--- config.mk ---
export PLATFORM = sky130hd
export DESIGN_NAME = phys_release_queue
export DESIGN_NICKNAME = d
export VERILOG_FILES = /design/src/rtl/rename_pkg.sv /design/src/rtl/release_fifo.sv /design/src/rtl/phys_release_queue.sv
export SDC_FILE = /design/constraint.sdc
export NUM_CORES = 1
export LEC_CHECK = 0
export CAP_MARGIN = 20
export CORE_UTILIZATION = 35
export CTS_CLUSTER_DIAMETER = 100
export DETAILED_ROUTE_END_ITERATION = 12
export GPL_TIMING_DRIVEN = 0
export PLACE_DENSITY = 0.52
export SETUP_SLACK_MARGIN = 0.3
export SLEW_MARGIN = 15
export SYNTH_ARGS = -nofsm -noshare
export SYNTH_HDL_FRONTEND = slang
export SYNTH_HIERARCHICAL = 1
export SYNTH_SLANG_ARGS = --single-unit
--- constraint.sdc ---
create_clock -name clk -period 2.9 [get_ports clk]
set_clock_uncertainty 0.2 [all_clocks]
set_input_delay 0.87 -clock clk [delete_from_list [all_inputs] [get_ports clk]]
set_output_delay 0.87 -clock clk [all_outputs]
set_load 0.05 [all_outputs]
--- src/rtl/rename_pkg.sv ---
// Shared rename-path types: physical register index width and the release request record.
package rename_pkg;
  localparam int PHYS_REGS_DEFAULT = 64;
  localparam int PHYS_IDX_W        = 6;
  typedef logic [PHYS_IDX_W-1:0] phys_idx_t;
  localparam phys_idx_t PHYS_ZERO = '0;

  typedef struct packed {
    logic      vld;
    phys_idx_t phys;
  } rel_req_t;
endpackage

--- src/rtl/release_fifo.sv ---
// 2-write/1-read circular FIFO of physical register indices; drains one entry
// whenever non-empty, since the free list never back-pressures.
module release_fifo #(
  parameter  int DEPTH = 8,
  parameter  int W     = 6,
  localparam int PW    = $clog2(DEPTH),
  localparam int CW    = PW + 1
) (
  input  logic          clk,
  input  logic          rst_n,
  input  logic          wr0_en,
  input  logic [W-1:0]  wr0_data,
  input  logic          wr1_en,
  input  logic [W-1:0]  wr1_data,
  output logic          rd_vld,
  output logic [W-1:0]  rd_data,
  output logic [CW-1:0] count
);
  logic [W-1:0]  mem [DEPTH];
  logic [PW-1:0] head, tail;
  logic [CW-1:0] cnt_next;

  assign rd_vld   = (count != '0);
  assign rd_data  = rd_vld ? mem[head] : '0;
  assign cnt_next = count + CW'(wr0_en) + CW'(wr1_en) - CW'(rd_vld);

  always_ff @(posedge clk or negedge rst_n) begin
    if (!rst_n) begin
      head  <= '0;
      tail  <= '0;
      count <= '0;
    end else begin
      head  <= head + PW'(rd_vld);
      tail  <= tail + PW'(wr0_en) + PW'(wr1_en);
      count <= cnt_next;
    end
  end

  // Second write lands right behind the first, or at tail if the first slot was unused.
  always_ff @(posedge clk) begin
    if (wr0_en) mem[tail] <= wr0_data;
    if (wr1_en) mem[tail + PW'(wr0_en)] <= wr1_data;
  end

  a_no_overflow: assert property (@(posedge clk) disable iff (!rst_n)
    (int'(count) + int'(wr0_en) + int'(wr1_en) - int'(rd_vld)) <= DEPTH);
endmodule

--- src/rtl/phys_release_queue.sv ---
// Collects commit/squash physical-register releases and feeds the free list one per cycle.
// Optional duplicate filtering via `define RELEASE_DUP_CHECK_EN.
module phys_release_queue
  import rename_pkg::*;
#(
  parameter  int PHYS_REGS = PHYS_REGS_DEFAULT,
  parameter  int DEPTH     = 8,
  localparam int CW        = $clog2(DEPTH) + 1
) (
  input  logic          clk,
  input  logic          rst_n,
  input  logic          commit_valid,
  input  phys_idx_t     commit_phys,
  output logic          commit_ready,
  input  logic          squash_valid,
  input  phys_idx_t     squash_phys,
  output logic          squash_ready,
  output logic          free_en,
  output phys_idx_t     free_phys,
  output logic [CW-1:0] count,
  output logic          dup_err
);
  if (PHYS_REGS > (1 << PHYS_IDX_W) || DEPTH < 2 || (DEPTH & (DEPTH - 1)) != 0)
    $error("phys_release_queue: bad PHYS_REGS/DEPTH");

  rel_req_t cmt, sqs;
  logic     cmt_fire, sqs_fire, wr0_en, wr1_en;

  // Space comes from registered count only; commit wins the last slot.
  assign commit_ready = (count < CW'(DEPTH));
  assign squash_ready = (count <= CW'(DEPTH - 2)) || ((count == CW'(DEPTH - 1)) && !commit_valid);
  assign cmt_fire     = commit_valid && commit_ready;
  assign sqs_fire     = squash_valid && squash_ready;
  assign cmt          = '{vld: cmt_fire && (commit_phys != PHYS_ZERO), phys: commit_phys};
  assign sqs          = '{vld: sqs_fire && (squash_phys != PHYS_ZERO), phys: squash_phys};

`ifdef RELEASE_DUP_CHECK_EN
  logic [PHYS_REGS-1:0] pending;
  logic                 cmt_hit, sqs_hit;

  assign cmt_hit = pending[cmt.phys];
  assign sqs_hit = pending[sqs.phys] || (cmt_fire && (commit_phys == squash_phys));
  assign wr0_en  = cmt.vld && !cmt_hit;
  assign wr1_en  = sqs.vld && !sqs_hit;

  // Dequeued and enqueued indices never coincide: a pending index is always dropped.
  always_ff @(posedge clk or negedge rst_n) begin
    if (!rst_n) begin
      pending <= '0;
      dup_err <= 1'b0;
    end else begin
      if (free_en) pending[free_phys] <= 1'b0;
      if (wr0_en)  pending[cmt.phys]  <= 1'b1;
      if (wr1_en)  pending[sqs.phys]  <= 1'b1;
      dup_err <= (cmt.vld && cmt_hit) || (sqs.vld && sqs_hit);
    end
  end
`else
  assign wr0_en  = cmt.vld;
  assign wr1_en  = sqs.vld;
  assign dup_err = 1'b0;
`endif

  release_fifo #(.DEPTH(DEPTH), .W(PHYS_IDX_W)) u_fifo (
    .clk      (clk),
    .rst_n    (rst_n),
    .wr0_en   (wr0_en),
    .wr0_data (cmt.phys),
    .wr1_en   (wr1_en),
    .wr1_data (sqs.phys),
    .rd_vld   (free_en),
    .rd_data  (free_phys),
    .count    (count)
  );
endmodule

* Yosys cells after proc, flatten, opt, wreduce, memory -nomap -nowiden
Memory sizes are Yosys's and may differ from the RTL's.
Cells that the tools add are included.
** Word-level totals
- Bits in registers :: 10
- Bits in writable memories :: 48
- Bits of input ports :: 16
- Output and inout port bits :: 14
- Logic and storage cells :: 28
- Memories kept :: 1
** Operators by class
- Add/sub/neg operators :: 6
- Magnitude comparators :: 2
- Eq/ne operators :: 1
- Muxes and demuxes :: 5
- Reductions and logical operators :: 10
** Memory list
- u_fifo.mem :: words 8, bits a word 6, read ports 1, clocked after Yosys merged registers in 0, write ports 2, RTL line release_fifo.sv:19 : logic [W-1:0] mem [DEPTH];
** Operator list (number)
- nonzero test 6 bit :: 2
- adder 3 x 1 -> 3 bit :: 3
- adder 4 x 1 -> 4 bit :: 2
- two-way mux 6 bit :: 1
- logical AND 1 bit :: 5
- equality test 4 x 3 -> 1 bit (second input constant) :: 1
- less-or-equal comparator 4 x 3 -> 1 bit (second input constant) :: 1
- less-than comparator 4 bit (second input constant) :: 1
- two-way mux 1 bit :: 4
- nonzero test 4 bit :: 1
- subtractor 4 x 1 -> 4 bit :: 1
- logical NOT 1 bit :: 1
- logical OR 1 bit :: 1

* Depth between registers and ports, before layout
Gate-level depths: netlist of run 1.
- Word-level depth :: 7
- Mapped depth :: 11

* Modules after synthesis
Netlist of run 1, hierarchy kept.
** By module, submodules not included
- release_fifo :: instances 1, cells an instance 221, area an instance 3089.2 um^2, sequential area each 1691.6 um^2
- phys_release_queue :: instances 1, cells an instance 8, area an instance 58.8 um^2, sequential area each 0.0 um^2

* Worst setup path after synthesis of run 1
No wires, ideal clock.
- Path type :: register -> output
- Start point :: register u_fifo.count[2]
- End point :: output free_phys[0]
- Arrival time :: 2818 ps
- Data required time :: 1830 ps
- Slack :: -988 ps
- Cell stages (with the launch flop) :: 6
- Buffers on the path :: 1
- Cells stage by stage :: dfrtp_1 inv_1 ha_1 and3_1 clkbuf_1 nor4_1
** On the way
- Cells in the longest elaborated chain, start to end :: 2
** Ends and longest elaborated chain
- from (decl) :: RTL line release_fifo.sv:17 : output logic [CW-1:0] count
- from (signal assigned) :: RTL line release_fifo.sv:35 : count <= cnt_next;
- nonzero test 4 bit :: RTL line release_fifo.sv:23 : assign rd_vld = (count != '0);
- two-way mux 6 bit :: RTL line release_fifo.sv:24 : assign rd_data = rd_vld ? mem[head] : '0;
- to (decl) :: RTL line phys_release_queue.sv:19 : output phys_idx_t free_phys,
No other way between the ends.

==> results of run 1 <==
-- where the power goes --
group / internal, W / total (W) / leakage, nW / switching (W)
clock: 0.000294 / 0.000594 / 0.0776 / 0.000300
sequential: 0.00117 / 0.00133 / 0.547 / 0.000156
combinational: 0.00176 / 0.00370 / 1.27 / 0.00194
-- metrics by stage --
stage	setup slack, ps	area (um2)	total power (W)
after global routing	-449	5030	0.00592
after floorplan	-601	3530	0.00328
after detailed placement	-1590	3940	0.00394
after CTS	-437	4830	0.00540
final	-421	5030	0.00562
after global placement	-1610	3940	0.00393
-- cell families after synthesis --
logic type | after synthesis | synth area share
XOR/XNOR | 6 | 0.0167
buffers and inverters | 20 | 0.0262
AND/OR/NAND/NOR | 41 | 0.0779
AO/OA/AOI/OAI | 31 | 0.0783
multiplexers | 60 | 0.210
adder cells (fa/ha/maj) | 12 | 0.0525
flip-flops | 58 | 0.537
other | 1 | 0.00119
-- repair_timing --
action	CTS	global route
buffers inserted	31	11
pin swaps	30	14
gates resized for setup	190	24
endpoints found under the setup margin	116	110
-- routing by layer --
layer | GRT usage | vias to the layer above | part of all wire
met5 | 0 | - | 0
met4 | 0.0654 | 0 | 0.021
met3 | 0.0499 | 10 | 0.039
met2 | 0.328 | 44 | 0.52
met1 | 0.230 | 1134 | 0.42
li1 | - | 1048 | -
-- final cells by class --
type                    instances  area [um2]  area share
flip-flops and latches         58        1700       0.338
repair buffers                 70         727       0.145
inverters                      12        51.3      0.0102
plain buffers                   8         149      0.0296
clock buffers                  10         128      0.0254
well taps                     108         135      0.0269
clock inverters                 6        23.8     0.00473
multi-input cells             151        2110       0.421
-- path summary, 6_finish.rpt --
check / startpoint / to / slack, ps / cells after the start
setup reg to reg: u_fifo/count[2] / u_fifo/count[1] / 310 / 9
hold / removal: u_fifo/head[1] / u_fifo/head[1] / 500 / 3
min in group asynchronous: rst_n / u_fifo/head[2] / 670 / 1
setup / recovery: commit_phys[0] / u_fifo/mem[3][5] / -420 / 9
hold reg to reg: u_fifo/head[1] / u_fifo/head[1] / 500 / 3
max in group asynchronous: rst_n / u_fifo/head[0] / 1470 / 1
-- worst reg2reg max path: stages (launching register included) --
cell        delay (ps)
dfrtp_2            400
inv_2               80
ha_4               130
and3_4             190
clkbuf_16          170
clkinvlp_4         140
ha_4               260
fa_2               350
fa_2               530
inv_1               40
-- layout by cell type (no fill, tap or decap), types with 3 or more instances in the layout --
cell type	instances
nor3_4	3
a22o_4	5
mux2_2	11
nor2_4	4
clkbuf_16	3
dlygate4sd2_1	10
nor2b_1	9
a211oi_2	3
buf_12	9
mux2i_1	7
a2111oi_2	3
ha_4	5
buf_6	24
nand2b_1	3
inv_1	8
clkbuf_8	9
nand2_1	3
mux2i_2	5
clkdlybuf4s50_1	4
buf_4	23
nor4_4	5
clkinv_1	5
dfrtp_1	5
edfxtp_1	48
a2111oi_4	3
o22ai_4	4
dfrtp_2	5
mux2_4	37
ha_1	5
a211oi_1	3
nor2b_2	3
-- sequential cells by signal, summed over array words and instances (netlist names) --
| signal | cells |
|---|---|
| u_fifo/count | 4 |
| u_fifo/head | 3 |
| u_fifo/mem | 48 |
| u_fifo/tail | 3 |
==> impl_metrics.yaml, run 1 <==
outcome:
  status: "finished, violations left"
  failed_checks: "negative setup slack"
clocking:
  clock_sinks: 58
  clkSlewWorstSetupHoldPaths_ps: 60
  cts_buffer_depth: 2
  cts_buffers: 9
  cts_tree: "yes"
  ctsHoldBuffers: 0
  clk_latency_ps: 330
  root_buffer: "clkbuf_8"
  ctsHtreeMaxLevel: 3
sta:
  tightest_slew_ps: 743
  rsz0062_at_grt: "yes"
  fin_crit_sh: 1.15
  finalWorstSetupSlack_ps: -421
  maxSlewViolCount: 0
  min_period_ps: 3320
  relSlewSlack: 0.502
  fin_setup_tns_ps: -29740
  setup_viol: 100
  clock.fmax_ghz: 0.301
  holdWs_ps: 503
  hold_viol_final: 0
global_route:
  grt.overflow.total: 0
  grt_max_degree: 11
  antenna_found_initial: 0
  grt_first_pass_wirelength_um: 13400
  grt_pass1_vias: 2323
  grt_use_total: 0.191
detailed_routing:
  avgViaCountPerCell: 5.29
  vias: 2236
  routedWlPerCell_um: 20.4
  drc: 0
  first_iter_violations: 57
  ant_nets: 0
  routed_wl_um: 8630
  dr.pass1.iters: 4
synth:
  synth.distinct_cells: 36
  asyncSetResetFlopFracSynth: 0.172
  yosys.area.top_type_share: 0.458
  synth_fp_nets: 257
  synth.cell_area_um2: 3150
  seq_area_frac_synth: 0.537
  synth-seq-cells: 58
  yosys_warnings: 6
  syn_avg_cell_area_um2: 13.7
  synth_common_cells: "edfxtp_1, mux2_2, nor2b_1, inv_1, mux2i_1"
  netlist.top_cell.by_area: "edfxtp_1"
  yosys-top-cells-area: "edfxtp_1, mux2_2, dfrtp_1, ha_1, mux2i_1"
  netlist_instances: 229
  ys.flop_type: "edfxtp_1"
  synth_edf_count: 48
setup_path:
  slowest_delay_ps: 540
  arrival_ps: 3200
  end_kind: "register"
  crit_top_cell: "ha_4"
  cp-start-kind: "primary input"
  slowest_stage: "or4_4"
  path_buf_inv: 2
  cp_top_family: "simple AND/OR/NAND/NOR gates"
  crit_fanout: 6
  crit_chain: "buf_12 > or4_4 > o311a_4 > ha_4 > ha_4 > xor2_4 > buf_6 > nor2_4 > mux2_4"
  required_ps: 2780
  path_class: "in -> reg"
floorplanning:
  coreArea_um2: 8720
  start_util: 0.361
  die_y_um: 96.8
  die_x_um: 96.8
  ios: 30
  num_rows: 34
  dieArea_um2: 9380
pwr:
  p_per_area_nw_per_um2: 1120
  p_leak_nw: 1.89
  peakVddDrop_mv: 0.565
place:
  dpl.cell_count: 365
  port_buffers: 28
  gp_congestion: 0.760
  dp_hpwl_um: 5510
layout:
  layout-drive-gt1-share: 0.619
  antenna_cells: 0
  fin_nets: 338
  fillerInstances: 691
  area_delta_synth_final_pct: 59.7
  final_cells: 423
  utilization: 0.576
worst_hold_path:
  hold_class: "reg -> reg"
job:
  maxCapViolCount: 0
Note: power is estimated with default switching activity, not from simulation.
==> inputs of run 2 (changes only) <==
CTS_BUF_LIST = sky130_fd_sc_hd__clkbuf_16   (was not set)
DONT_BUFFER_PORTS = 1   (was not set)
PLACE_DENSITY = 0.48   (was 0.52)
==> impl_metrics.yaml, run 2 (synthesized netlist as in run 1, its figures left out) <==
outcome:
  failed_checks: "negative setup slack"
  status: "finished, violations left"
setup_path:
  arrival_ps: 2220
  cp-start-kind: "register"
  end_kind: "primary output"
  crit_fanout: 4
  required_ps: 1830
  crit_chain: "inv_2 > ha_4 > and3_4 > buf_8 > buf_12 > nor4_4"
  slowest_delay_ps: 670
  slowest_stage: "nor4_4"
  path_class: "reg -> out"
clocking:
  root_buffer: "clkbuf_16"
  cts_buffers: 9
  clkSlewWorstSetupHoldPaths_ps: 50
  cts_buffer_depth: 2
  ctsHoldBuffers: 0
  cts_tree: "yes"
  clock_sinks: 58
  clk_latency_ps: 310
  ctsHtreeMaxLevel: 3
layout:
  final_cell_mix: "edfxtp_1, mux2_4, buf_6"
  fillerInstances: 738
  final_common_cell: "edfxtp_1"
  regMostFlops: "u_fifo/mem"
  antenna_cells: 0
  utilization: 0.524
  largest_reg_flops: 48
  multi_input_area_um2: 1930
  fin_nets: 303
  area_delta_synth_final_pct: 45.3
  top_regs: "u_fifo/mem (48), u_fifo/count (4)"
  layout-drive-gt1-share: 0.539
  ff_latch_area_um2: 1700
detailed_routing:
  dr.pass1.iters: 4
  first_iter_violations: 95
  vias: 2120
  routedWlPerCell_um: 22.2
  ant_nets: 0
  routed_wl_um: 8600
  avgViaCountPerCell: 5.46
  drc: 0
floorplanning:
  coreArea_um2: 8720
  die_x_um: 96.8
  dieArea_um2: 9380
  ios: 30
  die_y_um: 96.8
  num_rows: 34
  start_util: 0.361
sta:
  hold_viol_final: 0
  relSlewSlack: 0.359
  setup_viol: 105
  rsz0062_at_grt: "yes"
  tightest_slew_ps: 938
  min_period_ps: 3290
  clock.fmax_ghz: 0.304
  maxSlewViolCount: 0
  finalWorstSetupSlack_ps: -386
  fin_crit_sh: 1.13
pwr:
  p_per_area_nw_per_um2: 1160
  peakVddDrop_mv: 0.529
  total_power_w: 0.00532
  p_leak_nw: 1.71
global_route:
  grt_pass1_vias: 2313
  antenna_found_initial: 0
  grt_max_degree: 11
  grt_first_pass_wirelength_um: 13300
  grt_use_total: 0.193
  grt.overflow.total: 0
place:
  port_buffers: 0
  gp_congestion: 0.821
  dp_hpwl_um: 5780
job:
  maxCapViolCount: 0
worst_hold_path:
  hold_class: "in -> async"
-- run 2: worst paths after layout --
kind                                  from              end  slack, ps  cells past startpoint
setup / recovery           u_fifo/count[2]     free_phys[3]       -390                      6
hold reg to reg             u_fifo/head[1]   u_fifo/head[1]        420                      2
setup reg to reg           u_fifo/count[1]  u_fifo/count[1]       -190                      6
hold / removal                       rst_n  u_fifo/count[3]         50                      0
max in group asynchronous            rst_n   u_fifo/head[0]       2370                      0
min in group clk            u_fifo/head[1]   u_fifo/head[1]        420                      2
-- run 2: what timing repair did --
action | CTS | global route
pin swaps | 16 | 13
setup buffers | 27 | 7
resized for setup | 58 | 10
endpoints found under the hold margin | 0 | 0
endpoints found under the setup margin | 109 | 110
-- run 2: routing by layer --
metal	track usage	wire length [um]
met1	0.225	3560
met2	0.343	4600
met3	0.0405	220
met4	0.0758	216
met5	0	0
-- run 2: area by class of cell --
cell class | instances | area share
Clock buffer | 9 | 0.0492
Timing Repair Buffer | 35 | 0.0834
Tap cell | 108 | 0.0295
Inverter | 12 | 0.0107
Multi-Input combinational cell | 151 | 0.423
Clock inverter | 7 | 0.0118
Sequential cell | 58 | 0.371
Buffer | 8 | 0.0213
-- run 2: through the flow --
| step | area [um2] | cells | TNS (ps) | setup WS (ps) | hold slack (ps) |
|---|---|---|---|---|---|
| floorplan | 3530 | 229 | -48460 | -601 | 301 |
| detailed placement | 3670 | 338 | -72400 | -840 | 319 |
| CTS | 4460 | 381 | -20250 | -393 | 35.1 |
| global placement | 3660 | 337 | -70630 | -826 | 309 |
| finish | 4570 | 388 | -22320 | -386 | 47.9 |
| global route | 4570 | 388 | -28210 | -459 | 32.0 |
-- run 2: power by group --
| part | total (W) | switching, W | internal (W) |
|---|---|---|---|
| logic | 0.00289 | 0.00159 | 0.00130 |
| registers | 0.00144 | 0.000274 | 0.00117 |
| clock network | 0.000993 | 0.000346 | 0.000647 |
-- run 2: critical path, delay by kind of cell, from the launching register on --
kind | cells | cell delay [ps]
and+or+nand+nor | 2 | 840
DFF | 1 | 540
buffers and inverters | 3 | 360
adders and majority gates | 1 | 160
